`src/rtl/ext_burst_addrgen_if.sv`:
```
// rtl/ext_burst_addrgen_if.sv - external data bus and internal memory port bundle for ext_burst_addrgen
interface ext_burst_addrgen_if #(
    parameter int DATA_W       = 32,
    parameter int IO_ADDR_W    = 32,
    parameter int EXT_PERIOD_W = 10,
    parameter int MEM_ADDR_W   = 10
);
    // external burst bus
    logic                    databus_valid;
    logic                    databus_ready;
    logic [IO_ADDR_W-1:0]    databus_addr;
    logic [EXT_PERIOD_W-1:0] databus_len;
    logic                    databus_last;
    logic [DATA_W-1:0]       databus_rdata;
    logic [DATA_W-1:0]       databus_wdata;
    logic [DATA_W/8-1:0]     databus_wstrb;

    // internal memory port
    logic                    valid;
    logic                    we;
    logic [MEM_ADDR_W-1:0]   addr;
    logic [DATA_W-1:0]       data_out;
    logic [DATA_W-1:0]       data_in;

    modport master (
        output databus_valid, databus_addr, databus_len, databus_last,
               databus_wdata, databus_wstrb,
               valid, we, addr, data_out,
        input  databus_ready, databus_rdata, data_in
    );

    modport slave (
        input  databus_valid, databus_addr, databus_len, databus_last,
               databus_wdata, databus_wstrb,
               valid, we, addr, data_out,
        output databus_ready, databus_rdata, data_in
    );
endinterface

```
`src/rtl/ext_burst_addrgen.sv`:
```
// rtl/ext_burst_addrgen.sv - 2D strided burst address generator between external bus and internal memory (optional EXT_ADDRGEN_STALL_CNT_EN)
module ext_burst_addrgen #(
    parameter int DATA_W       = 32,
    parameter int IO_ADDR_W    = 32,
    parameter int EXT_ADDR_W   = 10,
    parameter int EXT_PERIOD_W = 10,
    parameter int MEM_ADDR_W   = 10
) (
    input  logic                    clk,
    input  logic                    rst,
    input  logic                    run,
    input  logic                    int_cnt_en,
    output logic                    done,
    input  logic [IO_ADDR_W-1:0]    ext_addr,
    input  logic [MEM_ADDR_W-1:0]   int_addr,
    input  logic [1:0]              direction,
    input  logic [EXT_ADDR_W-1:0]   iterations,
    input  logic [EXT_PERIOD_W-1:0] period,
    input  logic [EXT_ADDR_W-1:0]   start,
    input  logic [EXT_ADDR_W-1:0]   incr,
    input  logic [EXT_ADDR_W-1:0]   shift,
`ifdef EXT_ADDRGEN_STALL_CNT_EN
    output logic [31:0]             stall_cnt,
`endif
    ext_burst_addrgen_if.master     bus
);
    localparam int BYTE_SHIFT = $clog2(DATA_W / 8);

    typedef enum logic [1:0] {
        IDLE    = 2'd0,
        EXT2INT = 2'd1,
        INT2EXT = 2'd2
    } state_t;

    state_t                  state;
    logic [IO_ADDR_W-1:0]    ext_addr_q;
    logic [MEM_ADDR_W-1:0]   int_addr_q;
    logic [EXT_ADDR_W-1:0]   iter_q;
    logic [EXT_PERIOD_W-1:0] period_q;
    logic [EXT_ADDR_W-1:0]   incr_q;
    logic [EXT_ADDR_W-1:0]   shift_q;
    logic [EXT_ADDR_W-1:0]   offset;
    logic [EXT_ADDR_W-1:0]   row;
    logic [EXT_PERIOD_W-1:0] beat;
    logic [MEM_ADDR_W-1:0]   int_cnt;

    logic cfg_ok;
    logic start_ok;
    logic active;
    logic row_end;

    assign cfg_ok   = (iterations != '0) && (period != '0) &&
                      ((direction == 2'b01) || (direction == 2'b10));
    assign start_ok = (state == IDLE) && run && cfg_ok;
    assign active   = (state != IDLE);
    assign row_end  = (beat == period_q - EXT_PERIOD_W'(1));

    // Sequencer: latches configuration on start, then walks beats/rows while the bus accepts
    always_ff @(posedge clk or negedge rst) begin
        if (!rst) begin
            state      <= IDLE;
            ext_addr_q <= '0;
            int_addr_q <= '0;
            iter_q     <= '0;
            period_q   <= '0;
            incr_q     <= '0;
            shift_q    <= '0;
            offset     <= '0;
            row        <= '0;
            beat       <= '0;
            int_cnt    <= '0;
        end else begin
            case (state)
                IDLE: begin
                    if (start_ok) begin
                        ext_addr_q <= ext_addr;
                        int_addr_q <= int_addr;
                        iter_q     <= iterations;
                        period_q   <= period;
                        incr_q     <= incr;
                        shift_q    <= shift;
                        offset     <= start;
                        row        <= '0;
                        beat       <= '0;
                        int_cnt    <= '0;
                        state      <= (direction == 2'b01) ? EXT2INT : INT2EXT;
                    end
                end
                default: begin
                    if (bus.databus_ready) begin
                        if (row_end) begin
                            offset <= offset + shift_q;
                            beat   <= '0;
                            row    <= row + EXT_ADDR_W'(1);
                            if (row == iter_q - EXT_ADDR_W'(1)) begin
                                state <= IDLE;
                            end
                        end else begin
                            offset <= offset + incr_q;
                            beat   <= beat + EXT_PERIOD_W'(1);
                        end
                        // writes to the external side only consume internal words when asked to
                        if ((state == EXT2INT) || int_cnt_en) begin
                            int_cnt <= int_cnt + MEM_ADDR_W'(1);
                        end
                    end
                end
            endcase
        end
    end

    // Output decode from the registered state and counters
    always_comb begin
        done               = (state == IDLE);
        bus.databus_valid  = active;
        bus.databus_addr   = ext_addr_q + (IO_ADDR_W'(offset) << BYTE_SHIFT);
        bus.databus_len    = period_q - EXT_PERIOD_W'(1);
        bus.databus_last   = active && row_end;
        bus.databus_wdata  = bus.data_in;
        bus.databus_wstrb  = (state == INT2EXT) ? '1 : '0;
        bus.valid          = (state == INT2EXT) || ((state == EXT2INT) && bus.databus_ready);
        bus.we             = (state == EXT2INT) && bus.databus_ready;
        bus.addr           = int_addr_q + int_cnt;
        bus.data_out       = bus.databus_rdata;
    end

`ifdef EXT_ADDRGEN_STALL_CNT_EN
    // Saturating count of cycles the bus held off an outstanding beat
    always_ff @(posedge clk or negedge rst) begin
        if (!rst) begin
            stall_cnt <= '0;
        end else if (start_ok) begin
            stall_cnt <= '0;
        end else if (active && !bus.databus_ready && (stall_cnt != '1)) begin
            stall_cnt <= stall_cnt + 32'd1;
        end
    end
`endif
endmodule

```
`src/flat_wrapper.sv`:
```
// flat-port wrapper written by rule: the top's interface ports become plain ports
module ext_burst_addrgen_flat 
#(
    parameter int DATA_W       = 32,
    parameter int IO_ADDR_W    = 32,
    parameter int EXT_ADDR_W   = 10,
    parameter int EXT_PERIOD_W = 10,
    parameter int MEM_ADDR_W   = 10
)
  (clk, rst, run, int_cnt_en, done, ext_addr, int_addr, direction, iterations, period, start, incr, shift, bus_databus_valid, bus_databus_addr, bus_databus_len, bus_databus_last, bus_databus_wdata, bus_databus_wstrb, bus_valid, bus_we, bus_addr, bus_data_out, bus_databus_ready, bus_databus_rdata, bus_data_in);
  ext_burst_addrgen_if #(.DATA_W(DATA_W), .IO_ADDR_W(IO_ADDR_W), .EXT_PERIOD_W(EXT_PERIOD_W), .MEM_ADDR_W(MEM_ADDR_W)) bus_i ();
  input  logic clk;
  input  logic rst;
  input  logic run;
  input  logic int_cnt_en;
  output logic done;
  input  logic [IO_ADDR_W-1:0] ext_addr;
  input  logic [MEM_ADDR_W-1:0] int_addr;
  input  logic [1:0] direction;
  input  logic [EXT_ADDR_W-1:0] iterations;
  input  logic [EXT_PERIOD_W-1:0] period;
  input  logic [EXT_ADDR_W-1:0] start;
  input  logic [EXT_ADDR_W-1:0] incr;
  input  logic [EXT_ADDR_W-1:0] shift;
  output wire logic [$bits(bus_i.databus_valid)-1:0] bus_databus_valid;
  output wire logic [$bits(bus_i.databus_addr)-1:0] bus_databus_addr;
  output wire logic [$bits(bus_i.databus_len)-1:0] bus_databus_len;
  output wire logic [$bits(bus_i.databus_last)-1:0] bus_databus_last;
  output wire logic [$bits(bus_i.databus_wdata)-1:0] bus_databus_wdata;
  output wire logic [$bits(bus_i.databus_wstrb)-1:0] bus_databus_wstrb;
  output wire logic [$bits(bus_i.valid)-1:0] bus_valid;
  output wire logic [$bits(bus_i.we)-1:0] bus_we;
  output wire logic [$bits(bus_i.addr)-1:0] bus_addr;
  output wire logic [$bits(bus_i.data_out)-1:0] bus_data_out;
  input wire logic [$bits(bus_i.databus_ready)-1:0] bus_databus_ready;
  input wire logic [$bits(bus_i.databus_rdata)-1:0] bus_databus_rdata;
  input wire logic [$bits(bus_i.data_in)-1:0] bus_data_in;
  assign bus_databus_valid = bus_i.databus_valid;
  assign bus_databus_addr = bus_i.databus_addr;
  assign bus_databus_len = bus_i.databus_len;
  assign bus_databus_last = bus_i.databus_last;
  assign bus_databus_wdata = bus_i.databus_wdata;
  assign bus_databus_wstrb = bus_i.databus_wstrb;
  assign bus_valid = bus_i.valid;
  assign bus_we = bus_i.we;
  assign bus_addr = bus_i.addr;
  assign bus_data_out = bus_i.data_out;
  assign bus_i.databus_ready = bus_databus_ready;
  assign bus_i.databus_rdata = bus_databus_rdata;
  assign bus_i.data_in = bus_data_in;
  ext_burst_addrgen #(.DATA_W(DATA_W), .IO_ADDR_W(IO_ADDR_W), .EXT_ADDR_W(EXT_ADDR_W), .EXT_PERIOD_W(EXT_PERIOD_W), .MEM_ADDR_W(MEM_ADDR_W)) u_core (.clk(clk), .rst(rst), .run(run), .int_cnt_en(int_cnt_en), .done(done), .ext_addr(ext_addr), .int_addr(int_addr), .direction(direction), .iterations(iterations), .period(period), .start(start), .incr(incr), .shift(shift), .bus(bus_i));
endmodule
```
`config.mk`:
```
export PLATFORM = sky130hd
export DESIGN_NAME = ext_burst_addrgen_flat
export DESIGN_NICKNAME = d
export VERILOG_FILES = /design/src/rtl/ext_burst_addrgen_if.sv /design/src/rtl/ext_burst_addrgen.sv /design/src/flat_wrapper.sv
export SDC_FILE = /design/constraint.sdc
export NUM_CORES = 1
export LEC_CHECK = 0
export ABC_CLOCK_PERIOD_IN_PS = 4500
export CAP_MARGIN = 20
export CELL_PAD_IN_SITES_DETAIL_PLACEMENT = 1
export CELL_PAD_IN_SITES_GLOBAL_PLACEMENT = 1
export CORE_ASPECT_RATIO = 1.1
export CORE_MARGIN = 4
export CORE_UTILIZATION = 30
export CTS_BUF_LIST = sky130_fd_sc_hd__clkbuf_2 sky130_fd_sc_hd__clkbuf_4 sky130_fd_sc_hd__clkbuf_8
export CTS_CLUSTER_DIAMETER = 100
export DETAILED_ROUTE_END_ITERATION = 10
export GPL_TIMING_DRIVEN = 0
export PLACE_DENSITY_LB_ADDON = 0.2
export REMOVE_ABC_BUFFERS = 1
export SYNTH_ARGS = -nofsm -noshare
export SYNTH_HDL_FRONTEND = slang
export SYNTH_SLANG_ARGS = --single-unit
```
`constraint.sdc`:
```
create_clock -name clk -period 4.5 [get_ports clk]
set_clock_uncertainty 0.15 [all_clocks]
set_input_delay 0.9 -clock clk [delete_from_list [all_inputs] [get_ports clk]]
set_output_delay 0.9 -clock clk [all_outputs]
set_load 0.02 [all_outputs]
```
Word-level counts from Yosys, hierarchy flattened
Cells that the tools add are included.

Flip-flop bits (word level): 124. Input port bits: 163. Output and inout bits: 125. Logic and storage cells: 70.

Add/sub/neg operators: 9. Equality and inequality tests: 7. Muxes and demuxes: 21. Reductions and logical operators: 22.

Operators with widths (number): $mux W10 (14); $add A32 B12 Y32 (1); $add A10 B1 Y10 const B (3); $add A10 B10 Y10 (3); $eq A10 B10 Y1 (2); $reduce_bool A10 Y1 (2); $sub A10 B1 Y10 const B (2); $mux W2 (6); $reduce_bool A2 Y1 (5); $logic_and A1 B1 Y1 (6); $reduce_and A3 Y1 (2); $eq A2 B1 Y1 const B (2); $eq A2 B2 Y1 const B (2); $mux W4 (1); $reduce_and A2 Y1 (2); $reduce_and A4 Y1 (1); $logic_or A1 B1 Y1 (3); $logic_not A2 Y1 (1); $ne A2 B1 Y1 const B (1).

Logic depth before layout (Yosys ltp)
Gate-level depths: netlist of run 1.

Word-level depth: 6. Mapped depth: 21. Gate-level depth less buffers: 20.

Least setup slack after synthesis of run 1
No wires, ideal clock.

Kind: reg2reg. Start: register u_core.period_q[0]. End: register u_core.offset[9]. Setup time: 0.072 ns. Arrival: 4.220 ns. Required time: 4.278 ns. Setup slack: 0.059 ns. Cell stages (with the launch flop): 20. Path buffers: 1. Period minus slack after synthesis: 4.441 ns. Path through: dfrtp_1 inv_1 ha_1 nor3b_2 a41oi_1 o311ai_1 nor4_2 nand2_2 buf_1 mux2_2 ha_1 a21o_1 a21oi_1 nand2b_1 a21oi_1 o41a_1 a31oi_1 nor2_1 mux2_1 nor2_1.

Cells in the longest elaborated chain, start to end: 5.

Ends and longest elaborated chain: start: declaration (RTL line ext_burst_addrgen.sv:39) `logic [EXT_PERIOD_W-1:0] period_q;`; start signal: assignment (RTL line ext_burst_addrgen.sv:79) `period_q <= period;`; $sub A10 B1 Y10; net bus_databus_len[0] (RTL line flat_wrapper.sv:27) `output wire logic [$bits(bus_i.databus_len)-1:0] bus_databus_len;`; $eq A10 B10 Y1 (RTL line ext_burst_addrgen.sv:56) `assign row_end = (beat == period_q - EXT_PERIOD_W'(1));`; $mux W10 (RTL line ext_burst_addrgen.sv:91) `if (row_end) begin`; $mux W10 (RTL line ext_burst_addrgen.sv:90) `if (bus.databus_ready) begin`; $mux W10 (RTL line ext_burst_addrgen.sv:73) `case (state)`; end signal: assignment (RTL line ext_burst_addrgen.sv:82) `offset <= start;`; end signal: assignment (RTL line ext_burst_addrgen.sv:92) `offset <= offset + shift_q;`; end signal: assignment (RTL line ext_burst_addrgen.sv:99) `offset <= offset + incr_q;`; end: declaration (RTL line ext_burst_addrgen.sv:42) `logic [EXT_ADDR_W-1:0] offset;`.

The timed path passes the listed nets, and every way through them passes these cells. The select of a mux whose other input is x is not followed. A chain may end at the register's enable or synchronous reset.

Worst setup path in the final report of run 1
Start: register u_core.period_q[0]. End: register u_core.offset[9].

Cells in the longest elaborated chain, start to end: 5.

Ends and longest elaborated chain (RTL line): $sub A10 B1 Y10 (ext_burst_addrgen.sv:56); $eq A10 B10 Y1 (ext_burst_addrgen.sv:56); $mux W10 (ext_burst_addrgen.sv:91); $mux W10 (ext_burst_addrgen.sv:90); $mux W10 (ext_burst_addrgen.sv:73).

No other way between the ends. The select of a mux whose other input is x is not followed.

==> run summary, run 1 <==
status -> finished clean
total wire length -> 26.8 mm
Max Slew Vio Count -> 0
Layout area overhead -> 24.9%
# rows -> 62
Worst-Margin Slew -> 777 ps
Reg2Reg Depth -> 18
power per cell area -> 742 nW/um^2
TritonCTS Buffers -> 17
wire length per cell after detailed routing -> 18.8 um
Hold Crit Class -> in -> async
Worst path slowest cell -> dfrtp_2
Net count, final -> 1,257
sequential area share after synthesis -> 0.384
flops & latches, synth -> 124
CP delay by family, top -> compound AO/OA/AOI/OAI gates
initial antenna violation count -> 0
fill count -> 3,130
synth warn -> 0
die height -> 180 um
largest net degree at the start of global routing -> 68
Leak -> 4.69 nW
number of synthesized flops with an enable pin -> 0
DRT Pass-1 Iters -> 4
Fin. Hold Viols -> 0
detailed placement HPWL -> 20.1 mm
Routability Congestion -> 0.794
DIE AREA -> 29,600 um^2
worst endpoint required time -> 4720 ps
DR vias/cell -> 4.80
detailed-route via count -> 6,830
Crit path arrival time -> 4600 ps
first-pass GRT wire length -> 41.8 mm
worst rel slew slack -> 0.482
Avg Inst Size Synth -> 8.30 um^2
worst-path maximum fanout -> 7
Clk pin slew, worst setup/hold paths -> 80 ps
Period minus WS final -> 4380 ps
CP max stage delay -> 480 ps
Fin Hold WS -> 280 ps
Hold-fix buffers, CTS -> 0
ys async rst share -> 1.00
setup violators final -> 0
RSZ-0062 raised after global routing -> true
vias in the first global route -> 7,217
clock sinks -> 124
Fmax -> 228 MHz
critical path startpoint category -> register
Die X -> 164 um
final critical-path share of the clock period -> 0.974
CP Class -> reg -> reg
WP depth -> 18
Max Cap Viol -> 0
Total GRT Usage -> 0.182
Cell variety after synth -> 66
Buf+Inv Stages, Crit Path -> 1
synthesized area -> 8080 um^2
synthesized instance count -> 973
layout cell share with drive strength beyond 1 -> 0.0953
IO Pins -> 288
Routed Antenna Nets -> 0
Overflow after GRT -> 0
H-tree depth -> 4
Antenna Cells -> 0
Max IR drop VDD -> 0.644 mV
PortBufs -> 159
clock root buffer -> clkbuf_8
DRC -> 0
Initial Utilization -> 0.307
Top FF cell, synth -> dfrtp_1
Pwr Total -> 7.49 mW
First DRT Iteration DRCs -> 223
Worst Setup End Kind -> register
clock buffer depth -> 2
core area -> 26,300 um^2
Cell Chain, Critical Path -> inv_1 > ha_2 > nor3b_4 > a41oi_1 > o311ai_1 > nor4_2 > nand2_4 > mux2_2 > ha_1 > a21o_1 > a21oi_1 > nand2b_1 > a21oi_1 > o41a_1 > a31oi_1 > nor2_1 > mux2_1 > nor2_1
Worst-Skew Late Latency -> 450 ps
TritonCTS clock tree -> done
## state kept, by name, indices dropped and copies added, names as in the netlist
name,count
u_core.ext_addr_q,32
u_core.beat,10
u_core.incr_q,10
u_core.int_addr_q,10
u_core.int_cnt,10
u_core.iter_q,10
u_core.offset,10
u_core.period_q,10
u_core.row,10
u_core.shift_q,10
u_core.state,2
## through the flow
step	instances	utilization	setup slack (ps)	area (um^2)	setup TNS, ps
5_1_grt	1422	0.384	-183	10100	-426
2_1_floorplan	866	-	-266	7400	-985
3_5_place_dp	1380	0.362	-795	9520	-13380
4_1_cts	1417	0.381	-30.8	10000	-37.3
3_3_place_gp	1377	0.359	-3070	9430	-519700
6_report	1422	0.384	117	10100	0
## synthesized netlist by cell type (13+ instances only)
cell type  instances  area [um^2]
nor2b_1           13         81.3
a21oi_1           37          185
clkbuf_1          34          128
inv_1             37          139
nand4_1           13         81.3
dfrtp_1          124         3100
xor2_1            48          420
nor3_1            18         90.1
buf_4             70          526
ha_1              34          425
nand2_1          268         1010
nand3_1           15         75.1
nor2_1            61          229
o21ai_0           39          195
xnor2_1           32          280
## metal layers
metal | vias up | global-route usage | part of all wire
met5 | - | 0.0488 | 0.0069
met4 | 6 | 0.0336 | 0.0083
met3 | 21 | 0.101 | 0.11
met2 | 238 | 0.267 | 0.43
met1 | 3249 | 0.235 | 0.44
li1 | 3316 | - | -
## kinds of logic after synthesis
| family | after synthesis | share of synthesized area |
|---|---|---|
| xor+xnor | 82 | 0.0923 |
| simple gates | 444 | 0.243 |
| mux | 14 | 0.0191 |
| buf+inv | 145 | 0.101 |
| fa+ha+maj | 37 | 0.0601 |
| compound gates | 127 | 0.0998 |
| flops | 124 | 0.384 |
## cell type report
class,count,area (um^2),share of cell area
inverter,38,143,0.0141
tap,352,440,0.0437
clock inverter,13,165,0.0164
sequential,124,3110,0.308
clock buffer,19,262,0.0259
multi-input combinational,705,4280,0.424
timing repair buffer,171,1690,0.168
## worst reg2reg max path, cell delays in order (launching register included)
cell      delay, ps
dfrtp_2         480
inv_1           120
ha_2            270
nor3b_4         290
a41oi_1         150
o311ai_1        340
nor4_2          120
nand2_4         120
mux2_2          370
ha_1            270
a21o_1          180
a21oi_1         200
nand2b_1        140
a21oi_1          80
o41a_1          360
a31oi_1         230
nor2_1           60
mux2_1          300
nor2_1          100
## timing repair
item | CTS | global route
setup endpoints to repair | 38 | 25
setup buffers | 4 | 5
endpoints found under the hold margin | 0 | 0
resized for setup | 53 | 29
gates cloned | 1 | 0
pin swaps | 3 | 4
## cells in the final DEF (no fill, tap or decap), types with 10 or more instances in the layout
| cell type | instances |
|---|---|
| a21oi_1 | 37 |
| clkbuf_8 | 19 |
| mux2_2 | 10 |
| o21ai_0 | 37 |
| buf_4 | 11 |
| nor2b_1 | 13 |
| xnor2_1 | 32 |
| xor2_1 | 48 |
| nand3_1 | 15 |
| nand2_1 | 266 |
| ha_1 | 32 |
| nor2_1 | 60 |
| clkdlybuf4s50_1 | 136 |
| inv_1 | 36 |
| dfrtp_1 | 121 |
| nand2b_1 | 10 |
| nor3_1 | 15 |
| a21o_1 | 10 |
| nand4_1 | 13 |
## power breakdown
group | internal (mW) | switching [mW] | total, mW
combinational | 1.98 | 2.39 | 4.38
clock | 0.580 | 0.500 | 1.08
sequential | 1.55 | 0.481 | 2.03
total | 4.11 | 3.38 | 7.49
## worst paths after layout
check / start / end / slack, ps
max: u_core.period_q[0] / u_core.offset[9] / 120
min: rst / u_core.iter_q[6] / 280
max reg2reg: u_core.period_q[0] / u_core.offset[9] / 120
min reg2reg: u_core.shift_q[6] / u_core.shift_q[6] / 320
max in group asynchronous: rst / u_core.period_q[0] / 3120
min in group clk: u_core.shift_q[6] / u_core.shift_q[6] / 320
No activity file was read; power rests on OpenSTA's default activity.
==> run 2, diff against run 1 <==
--- a/config.mk
+++ b/config.mk
@@ -12,3 +12,3 @@
 export CORE_ASPECT_RATIO = 1.1
-export CORE_MARGIN = 4
+export CORE_MARGIN = 5
 export CORE_UTILIZATION = 30
--- a/constraint.sdc
+++ b/constraint.sdc
@@ -4,2 +4,2 @@
 set_output_delay 0.9 -clock clk [all_outputs]
-set_load 0.02 [all_outputs]
+set_load 0.005 [all_outputs]
==> run summary, run 2 (synthesized netlist as in run 1, its figures left out) <==
status -> finished clean
setup ws final -> 186 ps
max reg flops -> 32
worst-path maximum fanout -> 5
# rows -> 63
CP Class -> reg -> out
largest net degree at the start of global routing -> 77
Placed Cells -> 1,385
Max IR drop VDD -> 0.387 mV
detailed placement HPWL -> 20.5 mm
critical path startpoint category -> register
worst slack, placed -> -733 ps
Antenna Cells -> 0
setup violators final -> 0
detailed-route via count -> 6,897
Total GRT Usage -> 0.180
Worst-Skew Late Latency -> 440 ps
Pwr Total -> 7.17 mW
most frequent cells in the layout -> nand2_1 (266), clkdlybuf4s50_1 (143), dfrtp_1 (120)
core area -> 26,700 um^2
worst endpoint required time -> 3450 ps
first-pass GRT wire length -> 42.8 mm
worst rel slew slack -> 0.488
TritonCTS clock tree -> done
total wire length -> 27.9 mm
commonest non-fill, non-tap cell in the layout -> nand2_1
Fmax -> 232 MHz
Biggest register -> u_core.ext_addr_q
Max Cap Viol -> 0
Hold Crit Class -> reg -> reg
vias in the first global route -> 7,305
Fin. Hold Viols -> 0
DR vias/cell -> 4.76
final critical-path share of the clock period -> 0.959
wire length per cell after detailed routing -> 19.3 um
Clk pin slew, worst setup/hold paths -> 70 ps
clock sinks -> 124
DRT Pass-1 Iters -> 5
DIE AREA -> 30,300 um^2
Final Non-Filler Cells -> 1,448
Worst Setup End Kind -> primary output
Period minus WS final -> 4310 ps
PortBufs -> 159
power per cell area -> 693 nW/um^2
First DRT Iteration DRCs -> 215
H-tree depth -> 4
Leak -> 4.84 nW
Net count, final -> 1,278
Crit path arrival time -> 3260 ps
TritonCTS Buffers -> 17
clock root buffer -> clkbuf_8
Routed Antenna Nets -> 0
Die X -> 166 um
IO Pins -> 288
Layout area overhead -> 28.2%
Initial Utilization -> 0.302
Max Slew Vio Count -> 0
Hold-fix buffers, CTS -> 0
die height -> 182 um
DRC -> 0
Overflow after GRT -> 0
initial antenna violation count -> 0
Util after Layout -> 0.387
clock buffer depth -> 2
layout cell share with drive strength beyond 1 -> 0.123
Routability Congestion -> 0.774
Worst-Margin Slew -> 768 ps
[run 2: through the flow]
stage	hold WS (ps)	cell area, um^2	TNS, ps
floorplan	290	7400	-984
global placement	307	9440	-529390
detailed placement	313	9520	-13020
CTS	335	10100	-1110
global route	361	10400	-166
finish	326	10400	0
[run 2: path summary, 6_finish.rpt]
check,start,end,slack (ps),depth (start not counted)
max,u_core.offset[0],bus_databus_addr[22],190,14
min,u_core.shift_q[6],u_core.shift_q[6],330,2
max reg2reg,u_core.period_q[0],u_core.offset[9],260,16
min reg2reg,u_core.shift_q[6],u_core.shift_q[6],330,2
max in group asynchronous,rst,u_core.incr_q[7],3100,2
min in group asynchronous,rst,u_core.iter_q[6],350,1
[run 2: area by class of cell]
cell class              count  area (um^2)
clock buffers              18          241
fillers                  3164        16400
flip-flops and latches    124         3110
inverters                  38          143
well taps                 357          447
repair buffers            192         1890
multi-input cells         705         4370
clock inverters            14          148
[run 2: critical path: stages (launching register included)]
cell and delay [ps]:
dfrtp_1 380, ha_2 210, inv_1 60, fa_2 350, nor2b_1 120, o21ai_1 90, a21boi_1 210, o21ai_1 80
nand2b_1 140, a31oi_4 140, o31a_4 400, buf_4 150, nor3_2 160, xor2_1 200, clkbuf_2 140
[run 2: layer usage]
layer  global-route usage  routed length, um  vias up
met5               0.0548                212        -
met3               0.0940               2830       18
met2                0.272              12400      217
li1                     -                  -     3345
met4               0.0318                173        6
met1                0.229              12300     3311
[run 2: power breakdown]
part / total (mW) / switching [mW] / internal (mW)
clock: 1.00 / 0.505 / 0.499
sequential: 2.03 / 0.486 / 1.55
combinational: 4.14 / 1.97 / 2.17
total: 7.17 / 2.96 / 4.22
[run 2: timing repair]
action                                  4_1_cts  5_1_grt
gates resized for setup                      21       52
endpoints found under the setup margin       37       34
pin swaps                                     7       23
gates cloned                                  1        0
hold endpoints to repair                      0        0
setup buffers                                 9       21
==> run 3, diff against run 2 <==
- CORE_ASPECT_RATIO: 1.1 -> 1.75
==> run summary, run 3 (synthesized netlist as in run 1, its figures left out) <==
initial antenna violation count -> 0
Max Slew Vio Count -> 0
DRC -> 0
final critical-path share of the clock period -> 0.968
core area -> 26,600 um^2
Placed Area -> 9480 um^2
die height -> 227 um
commonest non-fill, non-tap cell in the layout -> nand2_1
total wire length -> 29.0 mm
# rows -> 79
Overflow after GRT -> 0
TritonCTS clock tree -> done
Total GRT Usage -> 0.190
M3 GR Usage -> 0.110
detailed-route via count -> 7,096
TritonCTS Buffers -> 17
Worst-Margin Slew -> 676 ps
Layout area overhead -> 29.4%
CP Class -> reg -> reg
CP max stage delay -> 560 ps
Storage cell area -> 3110 um^2
Routed Antenna Nets -> 0
Max IR drop VDD -> 0.361 mV
Worst-Skew Late Latency -> 470 ps
Antenna Cells -> 0
Max Cap Viol -> 0
layout cell share with drive strength beyond 1 -> 0.141
status -> finished clean
internal power -> 4.43 mW
power per cell area -> 713 nW/um^2
power share of the clock group -> 0.154
global route hottest layer -> met2
met1 usage -> 0.205
worst-path maximum fanout -> 5
Cell Chain, Critical Path -> buf_6 > or4_4 > o22ai_4 > o311ai_4 > nor4_4 > nand2_8 > mux2_4 > ha_1 > a21o_1 > a21oi_4 > nand2b_4 > a21oi_2 > o41a_1 > a31oi_2 > nor2_1 > mux2_4 > nor2_1
IO Pins -> 288
sequential share of power -> 0.273
Worst path slowest cell -> or4_4
Hold Crit Class -> in -> async
clock sinks -> 124
Multi-input gate area -> 4480 um^2
Biggest register -> u_core.ext_addr_q
Period minus WS final -> 4360 ps
Leak -> 4.85 nW
First DRT Iteration DRCs -> 186
Fin. Hold Viols -> 0
most frequent cells in the layout -> nand2_1 (265), clkdlybuf4s50_1 (141), dfrtp_1 (121)
post-route cell area -> 10,400 um^2
RSZ-0062 raised after global routing -> true
Hold-fix buffers, CTS -> 0
fill count -> 3,121
grt met2 use -> 0.316
Worst Setup End Kind -> register
worst slack, placed -> -784 ps
first-pass GRT wire length -> 43.7 mm
critical path startpoint category -> register
largest net degree at the start of global routing -> 88
max reg flops -> 32
Routability Congestion -> 0.738
H-tree depth -> 4
vias in the first global route -> 7,551
PortBufs -> 159
wire length per cell after detailed routing -> 20.5 um
Fmax -> 230 MHz
DR vias/cell -> 5.01
Sw Pwr -> 3.02 mW
DRT Pass-1 Iters -> 6
Initial Utilization -> 0.304
Comb pwr share -> 0.573
clock root buffer -> clkbuf_8
Clk pin slew, worst setup/hold paths -> 70 ps
Sw Ratio -> 0.405
Crit path arrival time -> 4610 ps
worst rel slew slack -> 0.545
Die X -> 134 um
setup violators final -> 0
detailed placement HPWL -> 20.9 mm
DIE AREA -> 30,400 um^2
Net count, final -> 1,279
worst endpoint required time -> 4750 ps
setup ws final -> 144 ps
clock buffer depth -> 2
run 3: area by class of cell:
cell class,instances,share of cell area
clock buffers,25,0.0305
flip-flops and latches,124,0.297
multi-input cells,705,0.429
well taps,324,0.0388
repair buffers,193,0.178
clock inverters,6,0.0127
inverters,38,0.0137
run 3: per-layer routing:
layer / up-vias / wire length [um] / share of wire
li1: 3333 / - / -
met1: 3464 / 11400 / 0.39
met2: 268 / 13900 / 0.48
met3: 27 / 3190 / 0.11
met4: 4 / 410 / 0.014
met5: - / 158 / 0.0054
run 3: path summary, 6_finish.rpt:
| path | depth (start not counted) | endpoint | startpoint | slack (ps) |
|---|---|---|---|---|
| min in group clk | 2 | u_core.shift_q[4] | u_core.shift_q[4] | 330 |
| worst max register to register | 17 | u_core.offset[9] | u_core.period_q[0] | 140 |
| worst min-delay path | 1 | u_core.period_q[8] | rst | 180 |
| worst max-delay path | 17 | u_core.offset[9] | u_core.period_q[0] | 140 |
| worst min register to register | 2 | u_core.shift_q[4] | u_core.shift_q[4] | 330 |
| max in group asynchronous | 2 | u_core.iter_q[9] | rst | 3210 |
run 3: power groups by stage:
stage                     combinational [mW]  clock, mW  sequential, mW
after floorplan                         2.23          0            1.89
after global placement                  3.84          0            2.02
after detailed placement                3.90          0            2.03
after CTS                               4.10       1.19            2.02
after global routing                    4.78       1.22            2.10
final                                   4.27       1.14            2.03
run 3: critical path: cells and delay by family (launching register included):
kind,cells,cell delay (ps)
buffers and inverters,1,130
AND/OR/NAND/NOR,6,1360
AO/OA/AOI/OAI,7,1340
flip-flops,1,420
adder cells (fa/ha/maj),1,270
multiplexers,2,600
run 3: through the flow:
stage	TNS [ps]	hold slack [ps]	power, mW	utilization	std cells
final	0	180	7.45	0.393	1415
after detailed placement	-17890	311	5.94	0.357	1352
after CTS	0	148	7.32	0.384	1402
after floorplan	-984	290	4.12	-	866
after global placement	-545210	305	5.85	0.353	1349
after global routing	-28.9	179	8.10	0.393	1415
run 3: timing repair:
item | in CTS | in global routing
pin swaps | 12 | 27
gates cloned | 1 | 0
setup buffers | 18 | 14
endpoints found under the setup margin | 44 | 24
gates resized for setup | 58 | 58
